`src/rtl/pipe_hazard_ctrl_pkg.sv`:
```
// Shared constants for the pipeline hazard controller:
// forward select encodings and sequencer states.
package pipe_hazard_ctrl_pkg;

    localparam logic [1:0] FWD_REG     = 2'd0;
    localparam logic [1:0] FWD_ALU_MEM = 2'd1;
    localparam logic [1:0] FWD_MEM_DIN = 2'd2;
    localparam logic [1:0] FWD_WB      = 2'd3;

    typedef enum logic [1:0] {
        BOOT     = 2'd0,
        RUN      = 2'd1,
        MEM_WAIT = 2'd2
    } hz_state_e;

endpackage

```
`src/rtl/pipe_hazard_ctrl_fwd_unit.sv`:
```
// Combinational EXE operand forward select for one source register.
// MEM stage beats WB stage; $0 never forwards.
module fwd_unit
    import pipe_hazard_ctrl_pkg::*;
(
    input  logic [4:0] addr_exe,
    input  logic [4:0] regw_addr_mem,
    input  logic       wb_wen_mem,
    input  logic       mem_ren_mem,
    input  logic [4:0] regw_addr_wb,
    input  logic       wb_wen_wb,
    output logic [1:0] fwd_sel
);

    logic hit_mem;
    logic hit_wb;

    assign hit_mem = wb_wen_mem && (regw_addr_mem != 5'd0)
                     && (regw_addr_mem == addr_exe);
    assign hit_wb  = wb_wen_wb && (regw_addr_wb != 5'd0)
                     && (regw_addr_wb == addr_exe);

    always_comb begin
        fwd_sel = FWD_REG;
        if (hit_mem)
            fwd_sel = mem_ren_mem ? FWD_MEM_DIN : FWD_ALU_MEM;
        else if (hit_wb)
            fwd_sel = FWD_WB;
    end

endmodule

```
`src/rtl/pipe_hazard_ctrl.sv`:
```
// Pipeline sequencer: boot hold, memory stalls, branch flush,
// operand forwarding and performance counters.
module pipe_hazard_ctrl
    import pipe_hazard_ctrl_pkg::*;
#(
    parameter int RST_HOLD    = 4,
    parameter int MEM_TIMEOUT = 255,
    parameter int CNT_W       = 32
) (
    input  logic             clk,
    input  logic             rst_n,
    input  logic             is_branch_mem,
    input  logic [4:0]       regw_addr_mem,
    input  logic             wb_wen_mem,
    input  logic             mem_ren_mem,
    input  logic             mem_wen_mem,
    input  logic [4:0]       regw_addr_wb,
    input  logic             wb_wen_wb,
    input  logic [4:0]       addr_rs_exe,
    input  logic [4:0]       addr_rt_exe,
    input  logic             dmem_ack,
    output logic             if_rst,
    output logic             id_rst,
    output logic             exe_rst,
    output logic             mem_rst,
    output logic             wb_rst,
    output logic             if_en,
    output logic             id_en,
    output logic             exe_en,
    output logic             mem_en,
    output logic             wb_en,
    output logic [1:0]       exe_fwd_a_ctrl,
    output logic [1:0]       exe_fwd_b_ctrl,
    output logic             mem_timeout_err,
    output logic [CNT_W-1:0] cycle_cnt,
    output logic [CNT_W-1:0] stall_cnt,
    output logic [CNT_W-1:0] flush_cnt
);

    localparam int BW = (RST_HOLD > 1) ? $clog2(RST_HOLD) : 1;
    localparam int WW = (MEM_TIMEOUT > 1) ? $clog2(MEM_TIMEOUT) : 1;

    hz_state_e   state;
    logic [BW-1:0] boot_cnt;
    logic [WW-1:0] wait_cnt;
    logic          booting;
    logic          mem_access;
    logic          force_release;
    logic          stall;
    logic          flush;
    logic [1:0]    fwd_a;
    logic [1:0]    fwd_b;

    assign booting       = (state == BOOT);
    assign mem_access    = mem_ren_mem | mem_wen_mem;
    assign force_release = !booting && mem_access
                           && (wait_cnt == WW'(MEM_TIMEOUT - 1));
    assign stall         = !booting && mem_access && !dmem_ack
                           && !force_release;
    assign flush         = (state == RUN) && !stall && is_branch_mem;

    fwd_unit u_fwd_a (
        .addr_exe      (addr_rs_exe),
        .regw_addr_mem (regw_addr_mem),
        .wb_wen_mem    (wb_wen_mem),
        .mem_ren_mem   (mem_ren_mem),
        .regw_addr_wb  (regw_addr_wb),
        .wb_wen_wb     (wb_wen_wb),
        .fwd_sel       (fwd_a)
    );

    fwd_unit u_fwd_b (
        .addr_exe      (addr_rt_exe),
        .regw_addr_mem (regw_addr_mem),
        .wb_wen_mem    (wb_wen_mem),
        .mem_ren_mem   (mem_ren_mem),
        .regw_addr_wb  (regw_addr_wb),
        .wb_wen_wb     (wb_wen_wb),
        .fwd_sel       (fwd_b)
    );

    assign exe_fwd_a_ctrl = booting ? FWD_REG : fwd_a;
    assign exe_fwd_b_ctrl = booting ? FWD_REG : fwd_b;

    always_comb begin
        if_rst  = booting;
        id_rst  = booting || flush;
        exe_rst = booting || flush;
        mem_rst = booting || flush;
        wb_rst  = booting || stall;
        if_en   = !booting && !stall;
        id_en   = !booting && !stall;
        exe_en  = !booting && !stall;
        mem_en  = !booting && !stall;
        wb_en   = !booting;
    end

    always_ff @(posedge clk or negedge rst_n) begin
        if (!rst_n) begin
            state           <= BOOT;
            boot_cnt        <= '0;
            wait_cnt        <= '0;
            mem_timeout_err <= 1'b0;
            cycle_cnt       <= '0;
            stall_cnt       <= '0;
            flush_cnt       <= '0;
        end else begin
            case (state)
                BOOT: begin
                    if (boot_cnt == BW'(RST_HOLD - 1)) begin
                        state    <= RUN;
                        boot_cnt <= '0;
                    end else begin
                        boot_cnt <= boot_cnt + BW'(1);
                    end
                end
                RUN, MEM_WAIT: begin
                    cycle_cnt <= cycle_cnt + CNT_W'(1);
                    if (stall) begin
                        state     <= MEM_WAIT;
                        wait_cnt  <= wait_cnt + WW'(1);
                        stall_cnt <= stall_cnt + CNT_W'(1);
                    end else begin
                        state    <= RUN;
                        wait_cnt <= '0;
                    end
                    if (flush)
                        flush_cnt <= flush_cnt + CNT_W'(1);
                    if (force_release)
                        mem_timeout_err <= 1'b1;
                end
                default: state <= BOOT;
            endcase
        end
    end

endmodule
```
`config.mk`:
```
export PLATFORM = sky130hd
export DESIGN_NAME = pipe_hazard_ctrl
export DESIGN_NICKNAME = d
export VERILOG_FILES = /design/src/rtl/pipe_hazard_ctrl_pkg.sv /design/src/rtl/pipe_hazard_ctrl_fwd_unit.sv /design/src/rtl/pipe_hazard_ctrl.sv
export SDC_FILE = /design/constraint.sdc
export NUM_CORES = 1
export LEC_CHECK = 0
export CAP_MARGIN = 0
export CORE_UTILIZATION = 40
export CTS_CLUSTER_DIAMETER = 80
export CTS_CLUSTER_SIZE = 25
export DETAILED_ROUTE_END_ITERATION = 16
export PLACE_DENSITY = 0.67
export RECOVER_POWER = 25
export SLEW_MARGIN = 20
export SYNTH_ARGS = -nofsm -noshare
export SYNTH_HDL_FRONTEND = slang
export SYNTH_HIERARCHICAL = 1
export SYNTH_SLANG_ARGS = --single-unit
```
`constraint.sdc`:
```
create_clock -name clk -period 4 [get_ports clk]
set_input_delay 1 -clock clk [delete_from_list [all_inputs] [get_ports clk]]
set_output_delay 1 -clock clk [all_outputs]
set_load 0.05 [all_outputs]
```
==> results.ini, run 1 <==
[outcome]
status = complete, no violations

[floorplanning]
die_area_um2 = 14800
start_util_pct = 41.0
ioPinCount = 139
die_y_um = 122
coreArea_um2 = 13900
die_w_um = 122
rows = 43

[drt]
vias = 4704
wl_per_cell_um = 16.4
drtIter0Drc = 263
drtAntennaViolNets = 0
dr.pass1.iters = 4
wl_mm = 14.2
via_per_inst = 5.44
drc_errors = 0

[setup_path]
cp-start-kind = input port
endpoint = exe_fwd_b_ctrl[1]
crit_arrival_ps = 2740
end_kind = primary output
worst_r2r_path_depth = 7
cp.required_ps = 3000
crit-reg2reg-capture = flush_cnt[25]
startpoint = regw_addr_mem[0]
worst-r2r-setup-slack_ps = 1310
critPathKind = input port to primary output
r2r_start = state[0]
cp_max_fo = 4

[synth]
synth_edf_count = 0
synth.avg_cell_area_um2 = 10.3
synthMuxAreaShare_pct = 1.88
synth_compound_area_share_pct = 2.98
synth-simple-area-share_pct = 25.1
yosysSeqAreaShare_pct = 47.7
synth_ff_type = dfrtp_1
synth_fa_ha_area_share_pct = 1.97
syn-cell-area_um2 = 5720
yosys_warnings = 6
syn_nets = 590
synth.distinct_cells = 46
synth_xor_area_share_pct = 17.0
synth_seq_cells = 109
synth_top_family_by_area = simple AND/OR/NAND/NOR gates
synthCells = 553
async_flop_share_pct = 100

[clock_tree]
post_cts_resized = 0
worstSkewPairLatency_ps = 340
cts_setup_buffers = 0
cts_buffers = 9
htree_levels = 3
cts_num_sinks = 109
clockBufferDepth = 2
cts_root_buffer = clkbuf_16
clkTransAtPathRegs_ps = 70
cts_tree = done
postCtsHoldBufs = 0

[power_and_ir_drop]
p_leak_nw = 3.36
power.density_nw_per_um2 = 520
peakVddDrop_mv = 0.403

[timing]
max_freq_mhz = 267
period_share_pct = 93.5
fin_crit_ps = 3740
maxSlewViolCount = 0
tightest_slew_ps = 1390
tns_ps = 0
whs_ps = 463
final_hold_viol_count = 0
rsz0062_at_grt = false
max_slew_margin_pct = 7.18
clock_skew_ps = 4.31
setup_viol = 0

[place]
dp_cells = 848
numPortBuffers = 138
placed_area_um2 = 7350
dp.final_hpwl_mm = 10.0
place.gp.congestion = 0.818

[hold_path]
holdCritStartpoint = stall_cnt[31]
min_path_type = flop to flop

[grt]
antenna_found_initial = 0
overflow = 0
grt_pass1_vias = 4539
grt_max_degree = 57
grt_usage_pct = 19.9
grt_pass1_wl_mm = 23.4

[layout]
fillers = 1190
syn2layout_area_growth_pct = 33.6
stdcell_count = 864
layout-drive-gt1-share_pct = 8.63
final_common_cell = clkdlybuf4s50_1
final_cell_area_um2 = 7630
diodes = 0
nNetsFinal = 716
most-common-layout-cells = clkdlybuf4s50_1 (125), dfrtp_1 (109), xor2_1 (90)

[run]
drv_cap = 0

## sequential cells by signal (all words and copies together) (netlist names)
signal           cells
wait_cnt             8
state                2
flush_cnt           32
boot_cnt             2
cycle_cnt           32
mem_timeout_err      1
stall_cnt           32
## final cells by class
type / count / area (um2) / share of cell area (%)
Multi-Input combinational cell: 403 / 2810 / 36.8
Sequential cell: 109 / 2730 / 35.7
Timing Repair Buffer: 144 / 1520 / 19.9
Inverter: 12 / 48.8 / 0.639
Tap cell: 180 / 225 / 2.95
Clock buffer: 11 / 243 / 3.18
Clock inverter: 5 / 60.1 / 0.787
## worst max-delay path, stage by stage
cell             delay, ps
clkdlybuf4s50_1        510
nor4_1                 330
o21ai_1                110
nand4_1                160
mux2i_1                210
nor2b_1                250
buf_12                 170
## logic make-up after synthesis
logic type,after synthesis
muxes,10
AOI/OAI and AO/OA,23
buffers and inverters,41
xor gates and xnor gates,111
and+or+nand+nor,250
adders and majority gates,9
DFF,109
## metrics by stage
stage          setup slack (ps)  power (mW)  util (%)
2_1_floorplan               110        2.44         -
3_3_place_gp                286        3.07      52.8
3_5_place_dp                238        3.10      52.8
4_1_cts                     225        4.03      54.9
5_1_grt                     112        4.16      54.8
6_report                    259        3.97      54.8
## report_power, final
part	switching (mW)	total, mW	internal (mW)	leakage [nW]
Combinational	1.08	1.68	0.603	1.78
Clock	0.398	0.903	0.504	0.146
Sequential	0.163	1.39	1.22	1.44
Total	1.64	3.97	2.33	3.36
## worst min-delay path by stage
stage | end | slack [ps] | depth (start not counted)
floorplan | boot_cnt[1] | 480 | 1
CTS | stall_cnt[31] | 470 | 1
detailed placement | stall_cnt[31] | 460 | 1
finish | stall_cnt[31] | 460 | 1
global placement | stall_cnt[31] | 460 | 1
global route | stall_cnt[31] | 500 | 1
## synthesized netlist by cell type, types with 2 or more instances
cell      instances  share of area, %
o21ai_1           2              0.18
o31ai_1           2              0.26
a21oi_1           3              0.26
xor2_1           90                14
nor4_1           41               4.5
or4_1             3              0.39
o21ai_0           4              0.35
or2_0             2              0.22
or2_2             6              0.66
and4_1           10               1.5
nor3_2            2              0.35
buf_2             9              0.79
and3_1           12               1.3
nor3_1           28               2.5
mux2i_1           4              0.70
nor2b_1           4              0.44
dfrtp_1         109                48
nand3_1          26               2.3
or3_1             3              0.33
nand4_1          35               3.8
inv_1            11              0.72
clkbuf_1         13              0.85
and2_1            4              0.44
nor2_1           11              0.72
buf_4             5              0.66
a2111o_1          2              0.39
nor4_2            7               1.5
nand2_1          50               3.3
ha_1              9               2.0
mux2_2            6               1.2
nor3b_1           3              0.39
xnor2_1          21               3.2
a211o_1           3              0.46
## routing by layer
layer,up-vias,part of all wire [%],GRT usage (%)
met4,0,1.1,4.71
met5,-,0,0
met1,2340,46,27.2
met2,117,47,31.3
met3,10,5.8,5.52
li1,2237,-,-
Note: power is estimated with default switching activity, not from simulation.
==> run 2, diff against run 1 <==
--- a/config.mk
+++ b/config.mk
@@ -10,6 +10,7 @@
 export CTS_CLUSTER_DIAMETER = 80
 export CTS_CLUSTER_SIZE = 25
 export DETAILED_ROUTE_END_ITERATION = 16
+export GPL_ROUTABILITY_DRIVEN = 0
 export PLACE_DENSITY = 0.67
 export RECOVER_POWER = 25
 export SLEW_MARGIN = 20
==> constraint.sdc (replaced) <==
create_clock -name clk -period 3.75 [get_ports clk]
set_input_delay 0.9375 -clock clk [delete_from_list [all_inputs] [get_ports clk]]
set_output_delay 0.9375 -clock clk [all_outputs]
set_load 0.05 [all_outputs]
==> run 2 against run 1 <==
  * Worst setup slack lost 120 ps
  * Design area shrank 0.43%
  * Sequential power grew 6%
  * Cell count shrank 0.23%
  * Hold slack gained 12 ps
  * Critical path depth is the same
  * Utilization shrank 0.23 points
  * Sequential share of layout area grew 0.15 points
  * Via count shrank 0.19%
  * Register-to-register slack lost 410 ps
  * Highest routed layer unchanged
==> results.ini, run 2 (synthesis results as in run 1) <==
[layout]
syn2layout_area_growth_pct = 33.0
reg_top3 = cycle_cnt (32), flush_cnt (32), stall_cnt (32)
fillers = 1216  ; +2.2%
layout-drive-gt1-share_pct = 8.65  ; +0.025 points
most-common-layout-cells = clkdlybuf4s50_1 (125), dfrtp_1 (109), xor2_1 (90)
register_area_um2 = 2730  ; unchanged
diodes = 0  ; unchanged
multi_input_area_um2 = 2810  ; +0.13%
nNetsFinal = 714  ; -0.28%
final_common_cell = clkdlybuf4s50_1

[timing]
maxSlewViolCount = 0  ; unchanged
max_slew_margin_pct = 6.92  ; -0.26 points
whs_ps = 475  ; +12.2 ps
clock_skew_ps = 6.49  ; +2.18 ps
max_freq_mhz = 277
tns_ps = 0  ; unchanged
rsz0062_at_grt = false
fin_crit_ps = 3610
final_hold_viol_count = 0  ; unchanged
period_share_pct = 96.2
tightest_slew_ps = 1400  ; +3.94 ps
setup_viol = 0  ; unchanged

[setup_path]
end_kind = primary output
crit_arrival_ps = 2670  ; -70 ps
crit-reg2reg-capture = stall_cnt[13]
r2r_start = state[0]
worst_r2r_path_depth = 6  ; -1
worst-r2r-setup-slack_ps = 900  ; -410 ps
cp_max_fo = 4  ; unchanged
cp.required_ps = 2810  ; -190 ps
cp-start-kind = input port
critPathKind = input port to primary output

[drt]
drc_errors = 0  ; unchanged
wl_mm = 14.0  ; -1.4%
vias = 4695  ; -0.19%
drtAntennaViolNets = 0  ; unchanged
drtIter0Drc = 215  ; -18%
via_per_inst = 5.45  ; about the same
dr.pass1.iters = 4  ; unchanged
wl_per_cell_um = 16.2  ; -1.1%

[grt]
grt_pass1_vias = 4536  ; -0.066%
grt_max_degree = 57  ; unchanged
grt_pass1_wl_mm = 22.6  ; -3.3%
grt_usage_pct = 19.5  ; -0.41 points
antenna_found_initial = 0  ; unchanged
overflow = 0  ; unchanged

[clock_tree]
post_cts_resized = 0  ; unchanged
cts_root_buffer = clkbuf_16
cts_num_sinks = 109  ; unchanged
postCtsHoldBufs = 0  ; unchanged
clkTransAtPathRegs_ps = 70  ; about the same
cts_buffers = 9  ; unchanged
cts_setup_buffers = 0  ; unchanged
htree_levels = 3  ; unchanged
cts_tree = done
worstSkewPairLatency_ps = 360  ; +20 ps
clockBufferDepth = 2  ; unchanged

[floorplanning]
die_w_um = 122  ; unchanged
rows = 43  ; unchanged
start_util_pct = 41.0  ; unchanged
die_y_um = 122  ; unchanged
die_area_um2 = 14800  ; unchanged
coreArea_um2 = 13900  ; unchanged
ioPinCount = 139  ; unchanged

[place]
numPortBuffers = 138  ; unchanged
dp.final_hpwl_mm = 9.94  ; -0.56%

[hold_path]
min_path_type = flop to flop
holdCritStartpoint = mem_timeout_err
whs_path_depth = 2  ; +1
min_to = mem_timeout_err

[power_and_ir_drop]
peakVddDrop_mv = 0.336  ; -17%
p_leak_nw = 3.35  ; -0.43%
power.density_nw_per_um2 = 548  ; +5.4%

[outcome]
status = complete, no violations

[run]
drv_cap = 0  ; unchanged

-- run 2: worst max-delay path, cell delays in order --
cell             delay [ps]
clkdlybuf4s50_1         500
nor4_1                  340
o21ai_1                 110
nand4_1                 180
mux2i_1                 210
nor2b_1                 240
buf_12                  170
-- run 2: how the worst max path moves through the flow --
stage	depth (start not counted)	startpoint	slack, ps	end
2_1_floorplan	10	state[1]	160	id_en
5_1_grt	7	regw_addr_mem[0]	2	exe_fwd_a_ctrl[0]
4_1_cts	7	regw_addr_mem[0]	170	exe_fwd_a_ctrl[0]
6_report	7	regw_addr_mem[0]	140	exe_fwd_b_ctrl[1]
3_3_place_gp	7	regw_addr_mem[1]	230	exe_fwd_b_ctrl[1]
3_5_place_dp	7	regw_addr_mem[0]	180	exe_fwd_a_ctrl[0]
-- run 2: cell type report --
cell class | instances | area share [%]
multi-input cells | 403 | 37.0
repair buffers | 142 | 19.9
flip-flops and latches | 109 | 35.9
inverters | 12 | 0.642
clock inverters | 5 | 0.461
clock buffers | 11 | 3.19
well taps | 180 | 2.96
-- run 2: metrics by stage --
stage                     cell area [um2]  power [mW]  setup slack (ps)  cells  util [%]
after floorplan                      5730        2.61               156    553         -
after global placement               7340        3.27               231    846      52.7
after detailed placement             7340        3.29               178    846      52.7
after CTS                            7620        4.21               169    862      54.7
after global routing                 7600        4.36              1.73    862      54.6
final                                7600        4.17               141    862      54.6
-- run 2: routing by layer --
metal | vias to the layer above | wire (um) | global-route usage (%)
li1 | 2217 | - | -
met1 | 2347 | 6460 | 26.4
met2 | 114 | 6600 | 30.5
met3 | 17 | 655 | 3.70
met4 | 0 | 277 | 8.33
met5 | - | 0 | 0
-- run 2: power by group --
| part | switching [mW] | total, mW | internal (mW) |
|---|---|---|---|
| Combinational | 1.14 | 1.78 | 0.636 |
| Sequential | 0.169 | 1.47 | 1.30 |
| Clock | 0.443 | 0.914 | 0.471 |
| Total | 1.75 | 4.17 | 2.41 |
==> run 3, diff against run 2 <==
--- a/config.mk
+++ b/config.mk
@@ -6,6 +6,7 @@
 export NUM_CORES = 1
 export LEC_CHECK = 0
 export CAP_MARGIN = 0
+export CORE_MARGIN = 2
 export CORE_UTILIZATION = 40
 export CTS_CLUSTER_DIAMETER = 80
 export CTS_CLUSTER_SIZE = 25
@@ -18,3 +19,4 @@
 export SYNTH_HDL_FRONTEND = slang
 export SYNTH_HIERARCHICAL = 1
 export SYNTH_SLANG_ARGS = --single-unit
+export TNS_END_PERCENT = 50
==> run 3 against run 2 <==
  * Power increased by 2.9%
  * Critical path depth unchanged
  * Global-route usage shrank 0.87 points
  * Critical path type unchanged
  * Combinational power about the same
  * Critical endpoint is now exe_fwd_a_ctrl[0]
  * Cell count unchanged
  * Sequential power about the same
  * Largest power group unchanged
  * Worst setup slack better by 36 ps
==> results.ini, run 3 (synthesis results as in run 1) <==
[outcome]
status = complete, no violations

[floorplanning]
ioPinCount = 139  ; unchanged
rows = 43  ; unchanged
start_util_pct = 41.0  ; unchanged
die_w_um = 124  ; +1.6%
coreArea_um2 = 13900  ; unchanged
die_area_um2 = 15300  ; +3.3%
die_y_um = 124  ; +1.6%

[clock_tree]
htree_levels = 3  ; unchanged
clockBufferDepth = 2  ; unchanged
cts_setup_buffers = 0  ; unchanged
cts_buffers = 9  ; unchanged
cts_root_buffer = clkbuf_16
worstSkewPairLatency_ps = 350  ; about the same
cts_tree = done
clkTransAtPathRegs_ps = 70  ; about the same
postCtsHoldBufs = 0  ; unchanged
cts_num_sinks = 109  ; unchanged
post_cts_resized = 0  ; unchanged

[setup_path]
cp-start-kind = input port
worst_r2r_path_depth = 6  ; unchanged
critPathMaxStageDelay_ps = 490  ; about the same
end_kind = primary output
critical_path.slowest_cell = clkdlybuf4s50_1
cp_max_fo = 4  ; unchanged
worst-r2r-setup-slack_ps = 930  ; +30 ps
crit_chain = clkdlybuf4s50_1 > nor4_1 > o21ai_1 > nand4_1 > mux2i_1 > nor2b_1 > buf_12
critPathKind = input port to primary output
crit_arrival_ps = 2640  ; -30 ps
startpoint = regw_addr_mem[0]
crit-reg2reg-capture = stall_cnt[13]
r2r_start = state[0]
cp.required_ps = 2810  ; about the same

[grt]
grt_max_degree = 57  ; unchanged
antenna_found_initial = 0  ; unchanged
overflow = 0  ; unchanged
grt_usage_pct = 18.6  ; -0.87 points
grt_pass1_wl_mm = 22.4  ; -1.0%
grt_pass1_vias = 4341  ; -4.3%

[drt]
dr.pass1.iters = 4  ; unchanged
wl_mm = 13.9  ; -0.61%
drc_errors = 0  ; unchanged
drtIter0Drc = 283  ; +32%
vias = 4634  ; -1.3%
drtAntennaViolNets = 0  ; unchanged
via_per_inst = 5.38  ; -1.3%
wl_per_cell_um = 16.1  ; -0.61%

[power_and_ir_drop]
peakVddDrop_mv = 0.479  ; +42%
power.density_nw_per_um2 = 561  ; +2.3%
p_leak_nw = 3.37  ; +0.80%

[layout]
reg_top3 = cycle_cnt (32), flush_cnt (32), stall_cnt (32)
diodes = 0  ; unchanged
most-common-layout-cells = clkdlybuf4s50_1 (125), dfrtp_1 (109), xor2_1 (90)
final_common_cell = clkdlybuf4s50_1
syn2layout_area_growth_pct = 33.7
utilization_pct = 54.9  ; +0.31 points
layout-drive-gt1-share_pct = 8.80  ; +0.15 points
fillers = 1200  ; -1.3%
nNetsFinal = 715  ; +0.14%

[hold_path]
holdCritStartpoint = flush_cnt[31]
whs_path_depth = 1  ; -1
min_path_type = flop to flop
min_to = flush_cnt[31]

[place]
numPortBuffers = 138  ; unchanged
dp_slack_ps = 182  ; +4.22 ps
dp.final_hpwl_mm = 9.91  ; -0.32%

[timing]
worst_slack_ps = 177  ; +36.5 ps
final_hold_viol_count = 0  ; unchanged
tns_ps = 0  ; unchanged
tightest_slew_ps = 1400  ; -0.846 ps
max_freq_mhz = 280  ; +1.0%
period_share_pct = 95.3  ; -0.97 points
rsz0062_at_grt = false
maxSlewViolCount = 0  ; unchanged
max_slew_margin_pct = 6.97  ; +0.056 points
clock_skew_ps = 10.2  ; +3.67 ps
fin_crit_ps = 3570  ; -36.5 ps
setup_viol = 0  ; unchanged

[run]
drv_cap = 0  ; unchanged

==> run 3: metal layers <==
layer,vias to the layer above,wire length (um),GRT usage [%]
met2,110,6410,28.3
met4,0,165,5.61
met5,-,0,0
met3,12,796,4.57
met1,2285,6530,26.3
li1,2227,-,-
==> run 3: where the power goes <==
part	switching [mW]	internal [mW]	total, mW
clock	0.423	0.597	1.02
combinational	1.14	0.643	1.79
sequential	0.173	1.31	1.48
total	1.74	2.55	4.29
==> run 3: cell type report <==
type                            instances  area [um2]  share of cell area (%)
Clock buffer                           10         239                    3.13
Clock inverter                          5        75.1                   0.982
Inverter                               12        48.8                   0.638
Multi-Input combinational cell        403        2810                    36.8
Sequential cell                       109        2730                    35.7
Tap cell                              180         225                    2.95
Timing Repair Buffer                  143        1520                    19.9
==> run 3: metrics by stage <==
step | std cells | hold slack (ps) | power (mW) | instance area, um2
after detailed placement | 847 | 461 | 3.31 | 7350
after floorplan | 553 | 485 | 2.61 | 5730
final | 862 | 479 | 4.29 | 7650
after global placement | 847 | 458 | 3.28 | 7350
after global routing | 862 | 482 | 4.48 | 7650
after CTS | 862 | 476 | 4.33 | 7670
==> run 3: worst max path at each step <==
stage                        endpoint  slack (ps)  cells past startpoint
floorplan                       id_en         160                     10
global placement    exe_fwd_a_ctrl[0]         230                      7
CTS                 exe_fwd_a_ctrl[0]         170                      7
global route        exe_fwd_a_ctrl[1]          50                      7
finish              exe_fwd_a_ctrl[0]         180                      7
detailed placement  exe_fwd_a_ctrl[0]         180                      7
==> run 3: critical path, delay by kind of cell <==
family	cells	cell delay [ps]
compound gates	1	110
buf+inv	2	660
mux	1	220
simple gates	3	700
